[config.mk]
export PLATFORM = sky130hd
export DESIGN_NAME = alu_control_pipe
export DESIGN_NICKNAME = d
export VERILOG_FILES = /design/src/rtl/alu_control_pipe.sv
export SDC_FILE = /design/constraint.sdc
export NUM_CORES = 1
export LEC_CHECK = 0
export ABC_CLOCK_PERIOD_IN_PS = 4100
export BUFFER_PORTS_ARGS = -buffer_cell sky130_fd_sc_hd__buf_2
export CAP_MARGIN = 40
export CORE_UTILIZATION = 50
export CTS_BUF_LIST = sky130_fd_sc_hd__clkbuf_16
export DETAILED_ROUTE_END_ITERATION = 7
export MAX_ROUTING_LAYER = met4
export PLACE_DENSITY = 0.9
export SLEW_MARGIN = 25
export SYNTH_ARGS = -nofsm -noshare
export SYNTH_HDL_FRONTEND = slang
export SYNTH_SLANG_ARGS = --single-unit
export TNS_END_PERCENT = 20
[constraint.sdc]
create_clock -name clk -period 4.1 [get_ports clk]
set_clock_uncertainty 0.05 [all_clocks]
set_input_delay 1.23 -clock clk [delete_from_list [all_inputs] [get_ports clk]]
set_output_delay 1.23 -clock clk [all_outputs]
set_load 0.05 [all_outputs]
[src/rtl/alu_control_pipe.sv]
// Pipelined LEGv8 ALU control: decodes {ALUOp, opcode} into a registered ALUCtl
// behind a valid/ready handshake, stalling input while MUL/SDIV iterate.
module alu_control_pipe #(
  parameter int OPCODE_W   = 11,
  parameter int CTL_W      = 4,
  parameter int MUL_CYCLES = 4,
  parameter int DIV_CYCLES = 16,
  parameter int CNT_W      = $clog2(((MUL_CYCLES > DIV_CYCLES) ? MUL_CYCLES : DIV_CYCLES) + 1)
) (
  input  logic                clk,
  input  logic                rst,
  input  logic                flush,
  input  logic                in_valid,
  output logic                in_ready,
  input  logic [OPCODE_W-1:0] opcode,
  input  logic [1:0]          ALUOp,
  output logic                out_valid,
  input  logic                out_ready,
  output logic [CTL_W-1:0]    ALUCtl,
  output logic                multi_cycle,
  output logic                illegal,
  output logic [CNT_W-1:0]    busy_cnt
);

  localparam logic [OPCODE_W-1:0] OP_ADD  = OPCODE_W'(11'b10001011000);
  localparam logic [OPCODE_W-1:0] OP_SUB  = OPCODE_W'(11'b11001011000);
  localparam logic [OPCODE_W-1:0] OP_AND  = OPCODE_W'(11'b10001010000);
  localparam logic [OPCODE_W-1:0] OP_ORR  = OPCODE_W'(11'b10101010000);
  localparam logic [OPCODE_W-1:0] OP_EOR  = OPCODE_W'(11'b11001010000);
  localparam logic [OPCODE_W-1:0] OP_LSL  = OPCODE_W'(11'b11010011011);
  localparam logic [OPCODE_W-1:0] OP_LSR  = OPCODE_W'(11'b11010011010);
  localparam logic [OPCODE_W-1:0] OP_MUL  = OPCODE_W'(11'b10011011000);
  localparam logic [OPCODE_W-1:0] OP_SDIV = OPCODE_W'(11'b10011010110);

  // Immediate formats carry one fewer opcode bit, so they match on opcode[MSB:1].
  localparam logic [OPCODE_W-2:0] OP_ADDI = (OPCODE_W-1)'(10'b1001000100);
  localparam logic [OPCODE_W-2:0] OP_SUBI = (OPCODE_W-1)'(10'b1101000100);
  localparam logic [OPCODE_W-2:0] OP_ANDI = (OPCODE_W-1)'(10'b1001001000);
  localparam logic [OPCODE_W-2:0] OP_ORRI = (OPCODE_W-1)'(10'b1011001000);

  localparam logic [CTL_W-1:0] CTL_AND  = CTL_W'(4'b0000);
  localparam logic [CTL_W-1:0] CTL_ORR  = CTL_W'(4'b0001);
  localparam logic [CTL_W-1:0] CTL_ADD  = CTL_W'(4'b0010);
  localparam logic [CTL_W-1:0] CTL_EOR  = CTL_W'(4'b0011);
  localparam logic [CTL_W-1:0] CTL_SUB  = CTL_W'(4'b0110);
  localparam logic [CTL_W-1:0] CTL_PASS = CTL_W'(4'b0111);
  localparam logic [CTL_W-1:0] CTL_LSL  = CTL_W'(4'b1000);
  localparam logic [CTL_W-1:0] CTL_LSR  = CTL_W'(4'b1001);
  localparam logic [CTL_W-1:0] CTL_MUL  = CTL_W'(4'b1010);
  localparam logic [CTL_W-1:0] CTL_DIV  = CTL_W'(4'b1011);
  localparam logic [CTL_W-1:0] CTL_BAD  = CTL_W'(4'b1111);

  typedef enum logic [1:0] {IDLE, BUSY, HOLD} state_t;

  state_t           state;
  logic [CTL_W-1:0] dec_ctl;
  logic             dec_illegal;
  logic             dec_multi;
  logic [CNT_W-1:0] dec_cnt;
  logic             accept;

  // The opcode is only examined under ALUOp 10/11 so an undriven opcode on
  // loads/stores/branches cannot leak into the registered outputs.
  always_comb begin
    dec_ctl     = CTL_BAD;
    dec_illegal = 1'b1;
    dec_multi   = 1'b0;
    dec_cnt     = '0;
    case (ALUOp)
      2'b00: begin
        dec_ctl     = CTL_ADD;
        dec_illegal = 1'b0;
      end
      2'b01: begin
        dec_ctl     = CTL_PASS;
        dec_illegal = 1'b0;
      end
      2'b10: begin
        dec_illegal = 1'b0;
        case (opcode)
          OP_ADD:  dec_ctl = CTL_ADD;
          OP_SUB:  dec_ctl = CTL_SUB;
          OP_AND:  dec_ctl = CTL_AND;
          OP_ORR:  dec_ctl = CTL_ORR;
          OP_EOR:  dec_ctl = CTL_EOR;
          OP_LSL:  dec_ctl = CTL_LSL;
          OP_LSR:  dec_ctl = CTL_LSR;
          OP_MUL: begin
            dec_ctl   = CTL_MUL;
            dec_multi = 1'b1;
            dec_cnt   = CNT_W'(MUL_CYCLES - 1);
          end
          OP_SDIV: begin
            dec_ctl   = CTL_DIV;
            dec_multi = 1'b1;
            dec_cnt   = CNT_W'(DIV_CYCLES - 1);
          end
          default: begin
            dec_ctl     = CTL_BAD;
            dec_illegal = 1'b1;
          end
        endcase
      end
      default: begin
        dec_illegal = 1'b0;
        case (opcode[OPCODE_W-1:1])
          OP_ADDI: dec_ctl = CTL_ADD;
          OP_SUBI: dec_ctl = CTL_SUB;
          OP_ANDI: dec_ctl = CTL_AND;
          OP_ORRI: dec_ctl = CTL_ORR;
          default: begin
            dec_ctl     = CTL_BAD;
            dec_illegal = 1'b1;
          end
        endcase
      end
    endcase
  end

  assign in_ready = !flush && ((state == IDLE) || ((state == HOLD) && out_ready));
  assign accept   = in_valid && in_ready;

  // A decode whose countdown is zero goes straight to HOLD; otherwise BUSY
  // counts down to zero and spends one more edge before presenting the result.
  always_ff @(posedge clk) begin
    if (rst) begin
      state       <= IDLE;
      out_valid   <= 1'b0;
      ALUCtl      <= '0;
      multi_cycle <= 1'b0;
      illegal     <= 1'b0;
      busy_cnt    <= '0;
    end else if (flush) begin
      state     <= IDLE;
      out_valid <= 1'b0;
      busy_cnt  <= '0;
    end else begin
      case (state)
        IDLE, HOLD: begin
          if (accept) begin
            ALUCtl      <= dec_ctl;
            multi_cycle <= dec_multi;
            illegal     <= dec_illegal;
            if (dec_cnt == '0) begin
              state     <= HOLD;
              out_valid <= 1'b1;
              busy_cnt  <= '0;
            end else begin
              state     <= BUSY;
              out_valid <= 1'b0;
              busy_cnt  <= dec_cnt;
            end
          end else if ((state == HOLD) && out_ready) begin
            state     <= IDLE;
            out_valid <= 1'b0;
          end
        end
        BUSY: begin
          if (busy_cnt == '0) begin
            state     <= HOLD;
            out_valid <= 1'b1;
          end else begin
            busy_cnt <= busy_cnt - 1'b1;
          end
        end
        default: begin
          state     <= IDLE;
          out_valid <= 1'b0;
          busy_cnt  <= '0;
        end
      endcase
    end
  end

endmodule

==> results.md, run 1 <==
- Worst r2r path cells: 7
- Max IR drop VDD: 0.3334 mV
- Yosys cell types: 43
- Largest net degree at the start of global routing: 11
- Crit. Startpoint: flush
- WL final: 2649 um
- Die ar.: 2143 sq um
- Max FO, Critical Path: 3
- First-pass detailed-route iteration total: 4
- DP Worst Slack: between 900 and 1000 ps
- Chip Height: 46.30 um
- Vias: 1141
- R2R Path End: busy_cnt[4]$_SDFFE_PP0P_
- Sequential area share after synthesis: 0.2653
- Drt drc: 0
- Mapped Nets: 150
- Total negative slack: 0 ps
- Layout area overhead: 23.72%
- Vias per inst: between 6 and 7
- Rows: 15
- Nets: 180
- Most common cell after layout, fill and taps aside: buf_2
- Critical Path AT: 1880 ps
- R2r startpoint: busy_cnt[0]$_SDFFE_PP0P_
- Worst R2R Setup Slack: 2070 ps
- Startpoint Class: input port
- Final Slew Violations: 0
- Syn_area_per_cell: 7.546 sq um
- Effective utilization at floorplan: 0.5502
- Initial drt markers: 35
- Final period utilization: 0.7707
- #FFs+latches synth: 13
- Min Tclk post-route: between 3000 and 4000 ps
- Clk pin slew, worst setup/hold paths: 40 ps
- Crit. End Element: primary output
- Layout cells sized above 1: 0.2327
- Antenna cells: 0
- MaxCap Viol Count: 0
- Fillers: 151
- Final setup viols: 0
- Status: finished, final reports clean
- CTS Sinks: 13
- Mapped Cells: 130
- Initial antenna violation count: 0
- Chip Width: 46.30 um
- Port bufs: 30
- Async set-reset flop share out of synthesis: 0
- GRT Total Usage: 0.2781
- Syn Std Cell Area: a little under 1000 sq um
- Worst setup path endpoint: in_ready
- CORE AREA: 1783 sq um
- RSZ-0062 raised after global routing: false
- CTS Hold Bufs: 0
- Post_cts resized: 0
- Power Density: 329.7 nW/um^2
- IO Pins: 31
- Min-Delay Path Depth: 2
- Clock Path Buffers: 2
- Worst slew pin tran: 546.7 ps
- Max Fclk: 0.3165 GHz
- First-pass GRT wire length: 4215 um
- Routed len/inst: 14.40 um
- Yosys warning total: 0
- Most frequent cells in the layout: buf_2, nor2_1, dfxtp_1, nor3_1
- CP required: between 2000 and 3000 ps
- FF+latch area: 260.3 sq um
- Cts bufs inserted: 3
- Leakage: 0.5336 nW
- Detail Route Antenna Nets: 0
- Footprint of the multi-input gates: 666.9 sq um
- Slew HR: 0.6304
- Clock latency on the worst-skew pair: 240 ps
- DP HPWL: 1945 um
- EDFF count, synth: 0
- CTS Root Cell: clkbuf_16
- Congestion Overflow GR: 0
- Worst min path class: flip-flop to flip-flop
- CTS tree: yes
- Setup Buffers After CTS: 0
- Vias in the first global route: 1002
- Critical setup path kind: input port to primary output
- Routability cong.: roughly 0.90
- Synth Flop Type: dfxtp_1
- Final Hold Fails: 0
- H-tree depth: 1
- Worst setup margin: about 940 ps
-- synthesized netlist by cell type (3+ instances only) --
| cell | count | area share |
|---|---|---|
| nor3_1 | 10 | 0.051 |
| a21o_1 | 3 | 0.023 |
| dfxtp_1 | 13 | 0.27 |
| o21ai_0 | 8 | 0.041 |
| nand2_1 | 7 | 0.027 |
| o211a_1 | 5 | 0.051 |
| nand3_1 | 3 | 0.015 |
| a21oi_1 | 8 | 0.041 |
| nor2b_1 | 3 | 0.019 |
| nand3b_1 | 4 | 0.031 |
| nor2_1 | 18 | 0.069 |
| inv_1 | 7 | 0.027 |
-- power breakdown --
group	leakage (nW)	internal (mW)	switching [mW]
registers	0.106	0.132	0.00393
clock network	0.0423	0.129	0.0537
logic	0.385	0.0263	0.0556
-- per-stage QoR --
| step | std cells | hold WS (ps) | total power, mW | utilization | area [sq um] |
|---|---|---|---|---|---|
| 6_report | 184 | 434.5 | 0.4002 | 0.6807 | 1214 |
| 2_1_floorplan | 130 | 633.9 | 0.1935 | - | 980.9 |
| 5_1_grt | 184 | 464.9 | 0.4151 | 0.6807 | 1214 |
| 3_3_place_gp | 180 | 405.6 | 0.2148 | 0.6365 | 1135 |
| 4_1_cts | 184 | 445.2 | 0.3996 | 0.6807 | 1214 |
| 3_5_place_dp | 180 | 435.8 | 0.2182 | 0.6365 | 1135 |
-- final cells by class --
class,count,share of cell area
clock buffer,3,0.06186
clock inverter,1,0.003093
inverter,7,0.02165
multi-input combinational,105,0.5495
sequential,13,0.2144
tap,25,0.02577
timing repair buffer,30,0.1237
-- registers in the layout (all words and copies together) (netlist names) --
name and flops:
busy_cnt 5, ALUCtl 4, illegal 1, multi_cycle 1, out_valid 1, state 1
-- metal layers --
layer | GRT usage | share of wire
met3 | 0.06667 | 0.071
met2 | 0.4845 | 0.51
met1 | 0.3201 | 0.41
met5 | - | 0
met4 | 0.05882 | 0.0094
-- cell families after synthesis --
| kind of cell | share of synthesized area |
|---|---|
| AOI/OAI and AO/OA | 0.2947 |
| xor gates and xnor gates | 0.008930 |
| adders and majority gates | 0.02551 |
| buffers and inverters | 0.05485 |
| DFF | 0.2653 |
| and+or+nand+nor | 0.3508 |
-- worst min-delay path by stage --
stage	startpoint	slack, ps	to
floorplan	state[0]$_SDFFE_PP0P_	630	busy_cnt[4]$_SDFFE_PP0P_
global placement	out_valid$_SDFFE_PP0P_	410	busy_cnt[4]$_SDFFE_PP0P_
detailed placement	multi_cycle$_SDFFE_PP0P_	440	multi_cycle$_SDFFE_PP0P_
CTS	multi_cycle$_SDFFE_PP0P_	450	multi_cycle$_SDFFE_PP0P_
global route	multi_cycle$_SDFFE_PP0P_	460	multi_cycle$_SDFFE_PP0P_
finish	multi_cycle$_SDFFE_PP0P_	430	multi_cycle$_SDFFE_PP0P_
-- worst max-delay path, stage by stage --
cell and delay (ps):
buf_2 120, inv_1 100, o211a_1 170, buf_2 260
(Power assumes the default switching activity.)
==> run 2, diff against run 1 <==
ABC_AREA = 1   (was default)
ABC_CLOCK_PERIOD_IN_PS = 3000   (was 4100)
PLACE_DENSITY = 0.88   (was 0.9)
clock period = 3 ns   (was 4.1 ns; I/O delays follow)
==> run 2 against run 1 <==
Effect of this change:
- worst hold slack better by 6.2 ps
- sequential share of layout area fell by 2.9 points
- utilization grew 0.50 points
- synthesized cell count increased by 36%
- first-iteration DRC count fell by 11%
- final cell count grew 29%
- combinational power rose by 56%
- power up 42%
- non-clock buffer count did not move
- clock power grew 40%
- sequential power increased by 37%
- largest power group unchanged
==> results.md, run 2 <==
- Hold_ws: 440.7 ps
- Post-layout util: 0.6857
- Most instantiated cells after synthesis: nand2_1, inv_1, nor2_1
- Synth Flop Type: dfxtp_1
- Mapped Nets: 197
- CP required: 2050 ps
- Cts bufs inserted: 3
- Initial drt markers: 31
- Power Density: 405.6 nW/um^2
- Vias: 1212
- Vias per inst: 5.092
- Sequential area share after synthesis: 0.2291
- RSZ-0062 raised after global routing: false
- Yosys cell types: 28
- Most frequent cells in the layout: nand2_1, buf_2, inv_1, nor2_1
- Chip Height: 49.67 um
- First-pass detailed-route iteration total: 4
- Crit. Startpoint: out_ready
- Final Slew Violations: 0
- Antenna cells: 0
- Routed len/inst: 10.65 um
- Largest net degree at the start of global routing: 10
- Final Hold Fails: 0
- Most common cell in the netlist: nand2_1
- DP HPWL: between 2000 and 2500 um
- #FFs+latches synth: 13
- Number of flip-flops in the largest register: 5
- Max IR drop VDD: about 0.43 mV
- Layout area overhead: 23.24%
- Clk pin slew, worst setup/hold paths: 40 ps
- Design Area, Final: 1400 sq um
- Port bufs: 30
- Critical Path AT: about 1500 ps
- Synth top area share: 0.2291
- Effective utilization at floorplan: 0.5564
- Final period utilization: 0.8012
- Max Fclk: 0.4160 GHz
- Setup Buffers After CTS: 0
- Final setup viols: 0
- Post_cts resized: 0
- EDFF count, synth: 0
- Congestion Overflow GR: 0
- IO Pins: 31
- Chip Width: just under 50 um
- Hold_sp: busy_cnt[4]$_SDFFE_PP0P_
- DP Worst Slack: 600.6 ps
- CORE AREA: 2042 sq um
- WL final: between 2000 and 3000 um
- Initial antenna violation count: 0
- Most flop-heavy register: busy_cnt
- Clock latency on the worst-skew pair: roughly 240 ps
- Die ar.: 2467 sq um
- Leakage: 0.7383 nW
- Syn Std Cell Area: approximately 1100 sq um
- Post-DP Area: 1320 sq um
- Worst min path class: flip-flop to flip-flop
- Mapped Cells: 177
- Largest regs: busy_cnt (5), ALUCtl (4)
- Status: finished, final reports clean
- Min Tclk post-route: 2404 ps
- Routability cong.: 0.8828
- Vias in the first global route: 1087
- Detail Route Antenna Nets: 0
- Top cells by area, synth: dfxtp_1, nand2_1, inv_1
- Nets: 232
- Yosys warning total: 0
- Crit. End Element: primary output
- CTS Hold Bufs: 0
- Worst slew pin tran: 397.7 ps
- Slew HR: 0.7339
- Critical setup path kind: input port to primary output
- Startpoint Class: input port
- Async set-reset flop share out of synthesis: 0
- Area leader, netlist: dfxtp_1
- GRT Total Usage: 0.2345
- Drt drc: 0
- Syn_area_per_cell: 6.419 sq um
- R2r startpoint: busy_cnt[0]$_SDFFE_PP0P_
- Worst setup margin: 596.3 ps
- CTS Root Cell: clkbuf_16
- Rows: 16
- CTS Sinks: 13
- Clock Path Buffers: 2
- Fillers: 179
- Layout cells sized above 1: 0.3318
- Total negative slack: 0 ps
- MaxCap Viol Count: 0
- H-tree depth: 1
- CTS tree: yes
- First-pass GRT wire length: 4429 um
- Max FO, Critical Path: 2
==> run 2: cell types whose count changed after synthesis, sizes merged, moves of 7 or more <==
cell	delta
nand2	+34
nand3	+14
nor3	-8
inv	+26
nor2	+10
a21oi	+7
==> run 2: final cells by class <==
type	instances	area [sq um]	share of cell area
multi-input combinational	130	745.7	0.5326
clock buffer	3	75.07	0.05362
clock inverter	1	5.005	0.003575
sequential	13	260.3	0.1859
tap	27	33.78	0.02413
timing repair buffer	30	150.1	0.1072
inverter	34	130.1	0.09294
==> run 2: stage by stage <==
step / power [mW] / std cells
2_1_floorplan: 0.2791 / 177
3_3_place_gp: 0.3139 / 234
3_5_place_dp: 0.3162 / 234
4_1_cts: 0.5689 / 238
5_1_grt: 0.5916 / 238
6_report: 0.5679 / 238
==> run 2: report_power, final <==
group          switching [mW]  total, mW  internal (mW)
Clock                  0.0766      0.254          0.177
Combinational          0.0911      0.128         0.0372
Sequential            0.00454      0.186          0.181
==> run 2: critical path, stage by stage <==
cell and delay [ps]:
buf_2 100, o21ai_2 70, nor2_4 110, buf_2 270
==> run 2: worst paths after layout <==
check | endpoint | slack, ps | cells after the start
hold reg to reg | busy_cnt[4]$_SDFFE_PP0P_ | 440 | 2
setup / recovery | in_ready | 600 | 4
setup reg to reg | busy_cnt[4]$_SDFFE_PP0P_ | 1530 | 10
hold / removal | busy_cnt[4]$_SDFFE_PP0P_ | 440 | 2
==> run 2: logic make-up (layout without fill, tap and decap cells) <==
| family | count (synthesis) | after routing | share of synthesized area |
|---|---|---|---|
| buffers and inverters | 34 | 68 | 0.1145 |
| AND/OR/NAND/NOR | 96 | 96 | 0.4747 |
| AO/OA/AOI/OAI | 32 | 32 | 0.1597 |
| flip-flops | 13 | 13 | 0.2291 |
| adder cells (fa/ha/maj) | 2 | 2 | 0.02202 |
==> run 2: layer usage <==
layer	track usage	up-vias	routed length [um]
li1	-	642	-
met1	0.2910	524	1186
met2	0.3851	44	1152
met3	0.06790	2	186
met4	0.02857	0	8
met5	-	-	0
==> run 3, diff against run 2 <==
ABC_CLOCK_PERIOD_IN_PS = 2500   (was 3000)
clock period = 2.5 ns   (was 3 ns; I/O delays follow)
==> run 3 against run 2 <==
Effect of this change:
- wire length increased by 7.4%
- sequential power increased by 20%
- final cell count unchanged
- critical path type unchanged
- clock power increased by 20%
==> results.md, run 3 (same netlist as run 2, synthesis figures left out) <==
- Status: finished, final reports clean
- Vias: 1225
- RSZ-0062 raised after global routing: false
- Chip Width: slightly below 50 um
- GRT Total Usage: 0.2558
- Largest net degree at the start of global routing: 10
- Clk pin slew, worst setup/hold paths: 50 ps
- Most flop-heavy register: busy_cnt
- Worst setup path endpoint: in_ready
- MaxCap Viol Count: 0
- WL final: 2722 um
- Chip Height: between 40 and 50 um
- Design Area, Final: 1400 sq um
- Worst slew pin tran: 432.8 ps
- Clock Path Buffers: 2
- Slew HR: 0.7104
- CORE AREA: 2042 sq um
- Crit. End Element: primary output
- Vias per inst: 5.147
- Crit. Startpoint: out_ready
- Worst r2r path cells: 10
- Most frequent cells in the layout: nand2_1, buf_2, inv_1, nor2_1
- Detail Route Antenna Nets: 0
- Power Density: a little under 500 nW/um^2
- Final Slew Violations: 0
- First-pass detailed-route iteration total: 4
- Critical setup path kind: input port to primary output
- Port bufs: 30
- DP HPWL: between 2000 and 2500 um
- Worst min path class: flip-flop to flip-flop
- Routability cong.: 0.8826
- Min Tclk post-route: 2124 ps
- Cts bufs inserted: 3
- Total negative slack: 0 ps
- Layout cells sized above 1: 0.3318
- Congestion Overflow GR: 0
- Final period utilization: 0.8496
- Clock latency on the worst-skew pair: between 200 and 250 ps
- Largest regs: busy_cnt (5), ALUCtl (4)
- Max Fclk: 0.4708 GHz
- CTS tree: yes
- CP required: 1700 ps
- Final setup viols: 0
- Effective utilization at floorplan: 0.5564
- Antenna cells: 0
- Critical Path AT: 1320 ps
- Worst R2R Setup Slack: 1000 ps
- First-pass GRT wire length: 4788 um
- Startpoint Class: input port
- CTS Root Cell: clkbuf_16
- IO Pins: 31
- Setup Buffers After CTS: 0
- Vias in the first global route: 1175
- Initial antenna violation count: 0
- Final Hold Fails: 0
- Number of flip-flops in the largest register: 5
- Initial drt markers: 27
- Max IR drop VDD: approximately 0.51 mV
- CTS Hold Bufs: 0
- CTS Sinks: 13
- Layout area overhead: 23.24%
- Nets: roughly 230
- Die ar.: 2467 sq um
- Leakage: ~0.74 nW
- R2r startpoint: busy_cnt[0]$_SDFFE_PP0P_
- H-tree depth: 1
- Routed len/inst: 11.44 um
- R2R Path End: busy_cnt[4]$_SDFFE_PP0P_
- Rows: 16
- Max FO, Critical Path: 2
- Post-DP Area: 1320 sq um
- Post_cts resized: 0
- Drt drc: 0
run 3: cell counts in the layout (fill, tap and decap cells not counted):
Identical to the previous run, type by type.
run 3: per-layer routing:
| metal | share of wire | global-route usage | vias to the layer above | wire length [um] |
|---|---|---|---|---|
| met5 | 0 | - | - | 0 |
| met1 | 0.46 | 0.2953 | 538 | 1253 |
| met4 | 0.010 | 0.06190 | 0 | 28 |
| met2 | 0.48 | 0.4414 | 40 | 1306 |
| li1 | - | - | 643 | - |
| met3 | 0.049 | 0.06173 | 4 | 133 |
run 3: final cells by class:
| cell class | instances | area [sq um] |
|---|---|---|
| timing repair buffer | 30 | 150.1 |
| fill | 186 | 641.9 |
| sequential | 13 | 260.3 |
| clock inverter | 1 | 5.005 |
| inverter | 34 | 130.1 |
| tap | 27 | 33.78 |
| multi-input combinational | 130 | 745.7 |
| clock buffer | 3 | 75.07 |
run 3: power by group:
group          leakage [nW]  switching [mW]  internal [mW]
clock                0.0409          0.0920          0.213
sequential            0.106         0.00548          0.217
combinational         0.591           0.111         0.0446
run 3: worst min-delay path by stage:
stage | start | end | slack (ps) | cells after the start
after CTS | busy_cnt[4]$_SDFFE_PP0P_ | busy_cnt[4]$_SDFFE_PP0P_ | 440 | 2
after global routing | busy_cnt[4]$_SDFFE_PP0P_ | busy_cnt[4]$_SDFFE_PP0P_ | 480 | 2
after floorplan | state[0]$_SDFFE_PP0P_ | busy_cnt[0]$_SDFFE_PP0P_ | 480 | 3
after global placement | busy_cnt[4]$_SDFFE_PP0P_ | busy_cnt[4]$_SDFFE_PP0P_ | 430 | 2
final | busy_cnt[4]$_SDFFE_PP0P_ | busy_cnt[4]$_SDFFE_PP0P_ | 440 | 2
after detailed placement | busy_cnt[4]$_SDFFE_PP0P_ | busy_cnt[4]$_SDFFE_PP0P_ | 440 | 2
run 3: through the flow:
| stage | power [mW] | hold WS (ps) | setup slack (ps) | std cells | util |
|---|---|---|---|---|---|
| 3_3_place_gp | 0.3768 | 428.6 | 413.3 | 234 | 0.6464 |
| 3_5_place_dp | 0.3803 | 437.0 | 382.0 | 234 | 0.6464 |
| 5_1_grt | 0.7141 | 483.2 | 339.6 | 238 | 0.6857 |
| 4_1_cts | 0.6830 | 444.7 | 380.6 | 238 | 0.6857 |
| 6_report | 0.6830 | 442.1 | 375.9 | 238 | 0.6857 |
| 2_1_floorplan | 0.3350 | 483.7 | 594.1 | 177 | - |
run 3: critical path: stages:
cell and delay [ps]:
buf_2 90, o21ai_2 80, nor2_4 120, buf_2 280
